**src/rtl/gf_mult_pkg.sv**
```systemverilog
// Shared types and GF(2^8) arithmetic helpers for the sequential multiplier.
// The GF_MULT_ACC_EN build option is handled in gf_mult_lane.
package gf_mult_pkg;

  typedef enum logic [1:0] {
    IDLE = 2'd0,
    BUSY = 2'd1,
    DONE = 2'd2
  } state_e;

  localparam logic [7:0] AES_POLY = 8'h1B;

  // Multiply by x modulo x^8 + poly.
  function automatic logic [7:0] xtime(input logic [7:0] x, input logic [7:0] poly);
    return {x[6:0], 1'b0} ^ (x[7] ? poly : 8'h00);
  endfunction

  // One MSB-first Horner step: p*x + (bit ? a : 0).
  function automatic logic [7:0] gf_step(input logic [7:0] p, input logic [7:0] a,
                                         input logic b, input logic [7:0] poly);
    return xtime(p, poly) ^ (b ? a : 8'h00);
  endfunction

endpackage

```
**src/rtl/gf_mult_seq_if.sv**
```systemverilog
// Operand/result handshake bundle for gf_mult_seq. Both sides use valid/ready
// semantics: a transfer happens on a clock edge where valid and ready (yumi) are both high.
interface gf_mult_seq_if
  import gf_mult_pkg::*;
#(
  parameter int LANES = 4
);
  logic               v_i;
  logic               ready_o;
  logic [LANES*8-1:0] num_1_i;
  logic [LANES*8-1:0] num_2_i;
  logic               acc_clr_i;
  logic               v_o;
  logic               yumi_i;
  logic [LANES*8-1:0] result_o;
  state_e             dbg_state_o;

  modport master (
    output v_i, num_1_i, num_2_i, acc_clr_i, yumi_i,
    input  ready_o, v_o, result_o, dbg_state_o
  );

  modport slave (
    input  v_i, num_1_i, num_2_i, acc_clr_i, yumi_i,
    output ready_o, v_o, result_o, dbg_state_o
  );
endinterface

```
**src/rtl/gf_mult_lane.sv**
```systemverilog
// One byte lane: operand registers, partial product and B unrolled Horner steps.
// With GF_MULT_ACC_EN defined, the lane also XOR-accumulates consumed results.
module gf_mult_lane
  import gf_mult_pkg::*;
#(
  parameter int         B    = 1,
  parameter logic [7:0] POLY = AES_POLY
) (
  input  logic       clk_i,
  input  logic       reset_i,
  input  logic       load_i,
  input  logic       step_i,
  input  logic       last_i,
  input  logic       take_i,
  input  logic       acc_clr_i,
  input  logic [7:0] num_1_i,
  input  logic [7:0] num_2_i,
  output logic [7:0] result_o
);

  logic [7:0] a_q, a_d;
  logic [7:0] b_q, b_d;
  logic [7:0] p_q, p_d;
  logic [7:0] res_q, res_d;
  logic [7:0] p_next;
  logic [7:0] acc_val;

`ifdef GF_MULT_ACC_EN
  logic [7:0] acc_q, acc_d;

  always_comb begin
    acc_d = acc_q;
    if (load_i && acc_clr_i) acc_d = 8'h00;
    else if (take_i)         acc_d = res_q;
  end

  always_ff @(posedge clk_i or posedge reset_i) begin
    if (reset_i) acc_q <= 8'h00;
    else         acc_q <= acc_d;
  end

  assign acc_val = acc_q;
`else
  logic unused_acc_ctl;
  assign unused_acc_ctl = acc_clr_i ^ take_i;
  assign acc_val        = 8'h00;
`endif

  always_comb begin
    p_next = p_q;
    for (int i = 0; i < B; i++) begin
      p_next = gf_step(p_next, a_q, b_q[7-i], POLY);
    end
  end

  always_comb begin
    a_d   = a_q;
    b_d   = b_q;
    p_d   = p_q;
    res_d = res_q;
    if (load_i) begin
      a_d = num_1_i;
      b_d = num_2_i;
      p_d = 8'h00;
    end else if (step_i) begin
      p_d = p_next;
      b_d = b_q << B;
      // Result register is loaded on the final step so it appears with v_o.
      if (last_i) res_d = acc_val ^ p_next;
    end
  end

  always_ff @(posedge clk_i or posedge reset_i) begin
    if (reset_i) begin
      a_q   <= 8'h00;
      b_q   <= 8'h00;
      p_q   <= 8'h00;
      res_q <= 8'h00;
    end else begin
      a_q   <= a_d;
      b_q   <= b_d;
      p_q   <= p_d;
      res_q <= res_d;
    end
  end

  assign result_o = res_q;

endmodule

```
**src/rtl/gf_mult_seq.sv**
```systemverilog
// Multicycle multi-lane GF(2^8) multiplier: IDLE -> BUSY (8/B cycles) -> DONE.
// Optional XOR accumulation is enabled by defining GF_MULT_ACC_EN.
module gf_mult_seq
  import gf_mult_pkg::*;
#(
  parameter int         LANES          = 4,
  parameter int         BITS_PER_CYCLE = 1,
  parameter logic [7:0] POLY           = AES_POLY
) (
  input  logic clk_i,
  input  logic reset_i,
  gf_mult_seq_if.slave bus
);

  localparam int         LAST  = 8 / BITS_PER_CYCLE - 1;
  localparam logic [2:0] LAST3 = 3'(LAST);

  if (BITS_PER_CYCLE != 1 && BITS_PER_CYCLE != 2 &&
      BITS_PER_CYCLE != 4 && BITS_PER_CYCLE != 8) begin : g_bad_b
    $error("gf_mult_seq: BITS_PER_CYCLE must be 1, 2, 4 or 8");
  end

  state_e     state_q, state_d;
  logic [2:0] count_q, count_d;
  logic       ready_q, ready_d;
  logic       v_q, v_d;
  logic       accept, step, last, take;

  always_comb begin
    state_d = state_q;
    count_d = count_q;
    ready_d = ready_q;
    v_d     = v_q;
    case (state_q)
      IDLE: if (bus.v_i) begin
        state_d = BUSY;
        count_d = 3'd0;
        ready_d = 1'b0;
      end
      BUSY: begin
        count_d = count_q + 3'd1;
        if (count_q == LAST3) begin
          state_d = DONE;
          v_d     = 1'b1;
        end
      end
      DONE: if (bus.yumi_i) begin
        state_d = IDLE;
        ready_d = 1'b1;
        v_d     = 1'b0;
      end
      default: state_d = IDLE;
    endcase
  end

  always_ff @(posedge clk_i or posedge reset_i) begin
    if (reset_i) begin
      state_q <= IDLE;
      count_q <= 3'd0;
      ready_q <= 1'b1;
      v_q     <= 1'b0;
    end else begin
      state_q <= state_d;
      count_q <= count_d;
      ready_q <= ready_d;
      v_q     <= v_d;
    end
  end

  assign accept = (state_q == IDLE) && bus.v_i;
  assign step   = (state_q == BUSY);
  assign last   = step && (count_q == LAST3);
  assign take   = (state_q == DONE) && bus.yumi_i;

  logic [LANES*8-1:0] result_w;

  for (genvar k = 0; k < LANES; k++) begin : g_lane
    gf_mult_lane #(
      .B    (BITS_PER_CYCLE),
      .POLY (POLY)
    ) u_lane (
      .clk_i     (clk_i),
      .reset_i   (reset_i),
      .load_i    (accept),
      .step_i    (step),
      .last_i    (last),
      .take_i    (take),
      .acc_clr_i (bus.acc_clr_i),
      .num_1_i   (bus.num_1_i[8*k +: 8]),
      .num_2_i   (bus.num_2_i[8*k +: 8]),
      .result_o  (result_w[8*k +: 8])
    );
  end

  assign bus.ready_o     = ready_q;
  assign bus.v_o         = v_q;
  assign bus.result_o    = result_w;
  assign bus.dbg_state_o = state_q;

endmodule

```
**src/flat_wrapper.sv**
```systemverilog
// flat-port wrapper written by rule: the top's interface ports become plain ports
module gf_mult_seq_flat import gf_mult_pkg::*;
#(
  parameter int         LANES          = 4,
  parameter int         BITS_PER_CYCLE = 1,
  parameter logic [7:0] POLY           = AES_POLY
)
  (clk_i, reset_i, bus_v_i, bus_num_1_i, bus_num_2_i, bus_acc_clr_i, bus_yumi_i, bus_ready_o, bus_v_o, bus_result_o, bus_dbg_state_o);
  gf_mult_seq_if #(.LANES(LANES)) bus_i ();
  input  logic clk_i;
  input  logic reset_i;
  input wire logic [$bits(bus_i.v_i)-1:0] bus_v_i;
  input wire logic [$bits(bus_i.num_1_i)-1:0] bus_num_1_i;
  input wire logic [$bits(bus_i.num_2_i)-1:0] bus_num_2_i;
  input wire logic [$bits(bus_i.acc_clr_i)-1:0] bus_acc_clr_i;
  input wire logic [$bits(bus_i.yumi_i)-1:0] bus_yumi_i;
  output wire logic [$bits(bus_i.ready_o)-1:0] bus_ready_o;
  output wire logic [$bits(bus_i.v_o)-1:0] bus_v_o;
  output wire logic [$bits(bus_i.result_o)-1:0] bus_result_o;
  output wire logic [$bits(bus_i.dbg_state_o)-1:0] bus_dbg_state_o;
  assign bus_i.v_i = bus_v_i;
  assign bus_i.num_1_i = bus_num_1_i;
  assign bus_i.num_2_i = bus_num_2_i;
  assign bus_i.acc_clr_i = bus_acc_clr_i;
  assign bus_i.yumi_i = bus_yumi_i;
  assign bus_ready_o = bus_i.ready_o;
  assign bus_v_o = bus_i.v_o;
  assign bus_result_o = bus_i.result_o;
  assign bus_dbg_state_o = bus_i.dbg_state_o;
  gf_mult_seq #(.LANES(LANES), .BITS_PER_CYCLE(BITS_PER_CYCLE), .POLY(POLY)) u_core (.clk_i(clk_i), .reset_i(reset_i), .bus(bus_i));
endmodule
```
**config.mk**
```make
export PLATFORM = sky130hd
export DESIGN_NAME = gf_mult_seq_flat
export DESIGN_NICKNAME = d
export VERILOG_FILES = /design/src/rtl/gf_mult_pkg.sv /design/src/rtl/gf_mult_seq_if.sv /design/src/rtl/gf_mult_lane.sv /design/src/rtl/gf_mult_seq.sv /design/src/flat_wrapper.sv
export SDC_FILE = /design/constraint.sdc
export NUM_CORES = 1
export LEC_CHECK = 0
export ABC_AREA = 1
export BUFFER_PORTS_ARGS = -buffer_cell sky130_fd_sc_hd__buf_2
export CAP_MARGIN = 25
export CORE_ASPECT_RATIO = 0.9
export CORE_UTILIZATION = 50
export DETAILED_ROUTE_END_ITERATION = 8
export PLACE_DENSITY = 0.83
export SLEW_MARGIN = 20
export SYNTH_ARGS = -nofsm -noshare
export SYNTH_HDL_FRONTEND = slang
export SYNTH_SLANG_ARGS = --single-unit
export TNS_END_PERCENT = 10
```
**constraint.sdc**
```tcl
create_clock -name clk_i -period 4.5 [get_ports clk_i]
set_input_delay 0.45 -clock clk_i [delete_from_list [all_inputs] [get_ports clk_i]]
set_output_delay 0.45 -clock clk_i [all_outputs]
set_load 0.005 [all_outputs]
```
==> flow_summary.ini, run 1 <==
[finish]
drive_gt1_frac = 0.172
final_cell_mix = nand2_1, dfrtp_1, buf_2
final_nets = 914
syn2layout_area_growth_pct = 22.1
nFillCells = 1039
layout_commonest_cell = nand2_1
fin_area_um2 = 7250

[die]
rows = 37
dieArea_um2 = 12300
start_util = 0.517
die-width_um = 117
core_area_um2 = 11500
die_h_um = 105
pin_count = 105

[power_and_ir_drop]
p_leak_nw = 4.06
pwr-share-clk = 0.293
seqPwrFrac = 0.400
switching_share = 0.355
p_per_area_nw_per_um2 = 722
ir_worst_vdd_mv = 0.327
switchingPower_mw = 1.85
combPwrFrac = 0.306
p_int_mw = 3.37

[route]
routed_wl_mm = 13.2
num_vias = 4908
antenna_left = 0
drtPass1Iterations = 5
routedWlPerCell_um = 13.0
via_per_inst = 4.84
drc = 0
drt_iter0_drc = 355

[yosys]
yosysSeqAreaShare = 0.569
ys_top_cells_by_area = dfrtp_1, nand2_1, nand3_1, xnor2_1, inv_1
ys_warn_count = 0
synth_top_area_frac = 0.565
synth_enable_flop_cells = 0
ys_ff_latch = 135
syn_area_um2 = 5930
syn-num-nets = 819
async_flop_share = 1.00
synth_cell_types = 19
synth_cells = 748
ys.flop_type = dfrtp_1
avgSynthCellArea_um2 = 7.93
synth_top_area_cell = dfrtp_1

[sta]
fmax_mhz = 418
maxSlewViolCount = 0
setup_viol = 0
slew_headroom = 0.401
tns_ns = 0
worst_slack_ns = 2.11
fin_crit_ns = 2.39
rsz0062_at_grt = no
period_share = 0.531
finalHoldViolations = 0
worst_slew_pin_slew_ns = 0.896
fin_worst_skew_ns = 0.00680

[cts]
cts_setup_buffers = 0
clock_latency_ns = 0.42
clk_pin_slew_ns = 0.06
cts-hold-fix-buffers = 0
cts_root_buf = clkbuf_16
cts_buffers = 17
cts.repair.resized = 0
cts_tree = yes
h-tree-depth = 4
numClockSinks = 135
cts_max_path_buffers = 2

[run_status]
status = finished, final reports clean

[grt]
grt_overflow = 0
grt_pass1_wl_mm = 21.8
grt_max_degree = 112
antenna_found_initial = 1
gr-usage-all-layers = 0.235
grt_pass1_vias = 4763

[critical_path]
cp.required_ns = 4.81
worstSetupEndpointType = flip-flop
path_max_fanout = 34
reg2reg_setup_slack_ns = 2.11
r2r-start = u_core.count_q[0]
crit_path_start = u_core.count_q[0]
worstSetupStartpointType = flip-flop
cp.arrival_ns = 2.70
worst-setup-path-type = flip-flop to flip-flop

[placement]
pre_cts_ws_ns = 2.11
placed_area_um2 = 6560
hpwl_mm = 8.07
port_buffers = 103
routabilityCongestion = 0.816

[min_path]
hp-class = primary input to asynchronous set/reset pin

[job]
cap_violations = 0
-- layer usage --
| metal | share of wire | global-route usage | up-vias |
|---|---|---|---|
| met3 | 0.056 | 0.0771 | 17 |
| met4 | 0.012 | 0.0687 | 0 |
| met1 | 0.46 | 0.296 | 2285 |
| met2 | 0.47 | 0.384 | 126 |
| met5 | 0 | 0 | - |
| li1 | - | - | 2480 |
-- registers in the layout, indices dropped and copies added, names as in the netlist --
signal / cells
u_core.bus.dbg_state_o: 2
u_core.bus.ready_o: 1
u_core.bus.v_o: 1
u_core.count_q: 3
u_core.g_lane.u_lane.a_q: 32
u_core.g_lane.u_lane.b_q: 32
u_core.g_lane.u_lane.p_q: 32
u_core.g_lane.u_lane.result_o: 32
-- final cells by class --
type,count,area (µm²),area share
Clock buffer,20,457,0.0630
Inverter,34,133,0.0183
Multi-Input combinational cell,547,2280,0.315
Sequential cell,135,3380,0.466
Antenna cell,2,5.00,0.000691
Timing Repair Buffer,108,598,0.0825
Tap cell,156,195,0.0269
Clock inverter,12,199,0.0275
-- cell usage after synthesis, types with 2 or more instances --
cell type / n
nand2_1: 453
dfrtp_1: 134
nand3_1: 64
inv_1: 31
buf_2: 19
xnor2_1: 16
clkbuf_1: 7
buf_4: 4
xor2_1: 4
inv_2: 3
buf_1: 2
ha_1: 2
nor2_1: 2
o21ai_0: 2
-- through the flow --
step | instances | utilization | hold slack [ns] | power, mW
2_1_floorplan | 748 | - | 0.446 | 3.21
3_5_place_dp | 979 | 0.571 | 0.460 | 3.70
6_report | 1014 | 0.631 | 0.0404 | 5.23
3_3_place_gp | 977 | 0.568 | 0.452 | 3.60
4_1_cts | 1011 | 0.628 | 0.211 | 5.26
5_1_grt | 1012 | 0.631 | 0.0629 | 5.63
-- critical path, stage by stage, from the launching register on --
cell	delay, ns
dfrtp_1	0.38
ha_1	0.17
ha_1	0.16
inv_1	0.07
nor2_4	0.70
inv_2	0.54
nand2_1	0.18
nand2_1	0.06
-- cells by family after synthesis --
| kind of cell | count (synthesis) | share of synthesized area |
|---|---|---|
| AOI/OAI and AO/OA | 4 | 0.00379 |
| xor gates and xnor gates | 20 | 0.0295 |
| adders and majority gates | 2 | 0.00422 |
| buffers and inverters | 66 | 0.0483 |
| DFF | 135 | 0.569 |
| and+or+nand+nor | 521 | 0.345 |
-- worst paths after layout --
path | end | cells past startpoint
max | u_core.g_lane[3].u_lane.result_o[7] | 7
min | u_core.g_lane[0].u_lane.a_q[0] | 2
max reg2reg | u_core.g_lane[3].u_lane.result_o[7] | 7
min reg2reg | u_core.bus.ready_o | 2
max in group asynchronous | u_core.g_lane[3].u_lane.a_q[6] | 4
min in group clk_i | u_core.g_lane[0].u_lane.a_q[2] | 3
-- power by group through the flow --
stage	combinational [mW]	sequential, mW	clock, mW
after floorplan	1.21	2.00	0
after global placement	1.51	2.09	0
after detailed placement	1.60	2.10	0
after CTS	1.62	2.09	1.55
after global routing	1.87	2.15	1.60
final	1.60	2.09	1.53
Power figures use the tool's default switching activity.
==> inputs of run 2 (changes only) <==
--- a/config.mk
+++ b/config.mk
@@ -11,7 +11,7 @@
 export CORE_ASPECT_RATIO = 0.9
 export CORE_UTILIZATION = 50
 export DETAILED_ROUTE_END_ITERATION = 8
-export PLACE_DENSITY = 0.83
+export PLACE_DENSITY = 0.85
 export SLEW_MARGIN = 20
 export SYNTH_ARGS = -nofsm -noshare
 export SYNTH_HDL_FRONTEND = slang
==> constraint.sdc (replaced) <==
create_clock -name clk_i -period 1.95 [get_ports clk_i]
set_input_delay 0.195 -clock clk_i [delete_from_list [all_inputs] [get_ports clk_i]]
set_output_delay 0.195 -clock clk_i [all_outputs]
set_load 0.005 [all_outputs]
==> run 2 against run 1 <==
  * Worst hold slack worse by 0.031 ns
  * Wire length up 9.9%
  * Critical path depth fell by 1
  * Setup slack worse by 1.8 ns
  * Sequential cell count did not move
  * Final area grew 10%
  * Clock power grew 130%
  * Fmax is 50% higher
  * Largest cell class unchanged
  * Largest power group unchanged
  * Highest routed layer unchanged
==> flow_summary.ini, run 2 (synthesis gave the netlist of run 1 again) <==
[run_status]
status = finished, final reports clean

[route]
via_per_inst = 4.87
routed_wl_mm = 14.5
drc = 0
routedWlPerCell_um = 13.4
antenna_left = 0
drt_iter0_drc = 319
num_vias = 5289
drtPass1Iterations = 6

[die]
core_area_um2 = 11500
die_h_um = 105
dieArea_um2 = 12300
die-width_um = 117
start_util = 0.517
pin_count = 105
rows = 37

[power_and_ir_drop]
p_per_area_nw_per_um2 = 1540
p_int_mw = 7.98
switchingPower_mw = 4.36
combPwrFrac = 0.317
ir_worst_vdd_mv = 0.788
pwr-share-clk = 0.288
switching_share = 0.353
p_leak_nw = 4.38
seqPwrFrac = 0.394

[sta]
slew_headroom = 0.541
worst_slew_pin_slew_ns = 0.687
tns_ns = 0
finalHoldViolations = 0
fin_worst_skew_ns = 0.0137
fmax_mhz = 628
maxSlewViolCount = 0
rsz0062_at_grt = no
fin_crit_ns = 1.59
setup_viol = 0
period_share = 0.817

[critical_path]
crit_path_start = u_core.bus.dbg_state_o[1]
worst-setup-path-type = flip-flop to flip-flop
crit_path_end = u_core.g_lane[3].u_lane.b_q[1]
reg2reg_depth = 6
reg2reg_setup_slack_ns = 0.36
path_max_fanout = 49
cp.arrival_ns = 1.94
r2r-start = u_core.bus.dbg_state_o[1]
worstSetupEndpointType = flip-flop
worstSetupStartpointType = flip-flop
reg2reg_to = u_core.g_lane[3].u_lane.b_q[1]
cp.required_ns = 2.29

[job]
cap_violations = 0

[finish]
layout_commonest_cell = nand2_1
final_cell_mix = nand2_1, dfrtp_1, buf_2
syn2layout_area_growth_pct = 34.5
final_nets = 986
final_util = 0.695
drive_gt1_frac = 0.171

[cts]
numClockSinks = 135
cts_buffers = 17
cts.repair.resized = 0
cts_tree = yes
clk_pin_slew_ns = 0.06
cts_setup_buffers = 0
cts-hold-fix-buffers = 60
cts_max_path_buffers = 2
cts_root_buf = clkbuf_16
clock_latency_ns = 0.41
h-tree-depth = 4

[grt]
use_met2 = 0.436
busiest_layer = met2
antenna_found_initial = 1
grt_max_degree = 52
gr-usage-all-layers = 0.262
use_met3 = 0.0702
use_met1 = 0.327
grt_pass1_wl_mm = 24.6
grt_overflow = 0
grt_pass1_vias = 5356

[placement]
port_buffers = 103
hpwl_mm = 8.56
routabilityCongestion = 0.835

[min_path]
hp-class = primary input to flip-flop
worstHoldStart = bus_num_2_i[12]
==> run 2: cell type report <==
type                            count  area (µm²)
Sequential cell                   135        3380
Inverter                           34         131
Antenna cell                        1        2.50
Clock buffer                       21         470
Fill cell                         870        3500
Clock inverter                     11         194
Tap cell                          156         195
Timing Repair Buffer              180        1330
Multi-Input combinational cell    547        2280
==> run 2: stage by stage <==
step / hold slack [ns] / area [µm²] / power (mW) / cells / setup WS (ns)
6_report: 0.00919 / 7980 / 12.3 / 1085 / 0.357
5_1_grt: 0.0124 / 7980 / 13.3 / 1085 / 0.267
4_1_cts: 0.000892 / 7980 / 12.4 / 1084 / 0.392
3_3_place_gp: 0.330 / 6720 / 8.45 / 992 / 0.460
2_1_floorplan: 0.291 / 5940 / 7.40 / 748 / 0.0767
3_5_place_dp: 0.341 / 6720 / 8.62 / 992 / 0.442
==> run 2: power by group through the flow <==
stage	Sequential, mW	Clock, mW	Combinational, mW
finish	4.87	3.56	3.91
global route	5.00	3.74	4.53
CTS	4.85	3.59	3.94
detailed placement	4.85	0	3.77
global placement	4.83	0	3.62
floorplan	4.62	0	2.78
==> run 2: critical path, cell delays in order (launching register included) <==
cell and delay (ns):
dfrtp_1 0.40, inv_1 0.15, nand2_1 0.18, inv_2 0.28, buf_12 0.26, nand2_1 0.11
nand3_1 0.10
==> run 2: worst min-delay path by stage <==
| stage | endpoint | slack (ns) | cells after the start |
|---|---|---|---|
| 3_5_place_dp | u_core.g_lane[0].u_lane.b_q[4] | 0.34 | 2 |
| 5_1_grt | u_core.g_lane[1].u_lane.b_q[4] | 0.01 | 3 |
| 3_3_place_gp | u_core.g_lane[1].u_lane.b_q[2] | 0.33 | 2 |
| 4_1_cts | u_core.g_lane[3].u_lane.b_q[3] | 0.0009 | 3 |
| 2_1_floorplan | u_core.bus.dbg_state_o[1] | 0.29 | 1 |
| 6_report | u_core.g_lane[1].u_lane.b_q[4] | 0.009 | 3 |
==> run 2: metal layers <==
metal / part of all wire / routed length [µm]
met4: 0.022 / 321
met2: 0.50 / 7200
met1: 0.43 / 6200
met5: 0 / 0
met3: 0.053 / 769
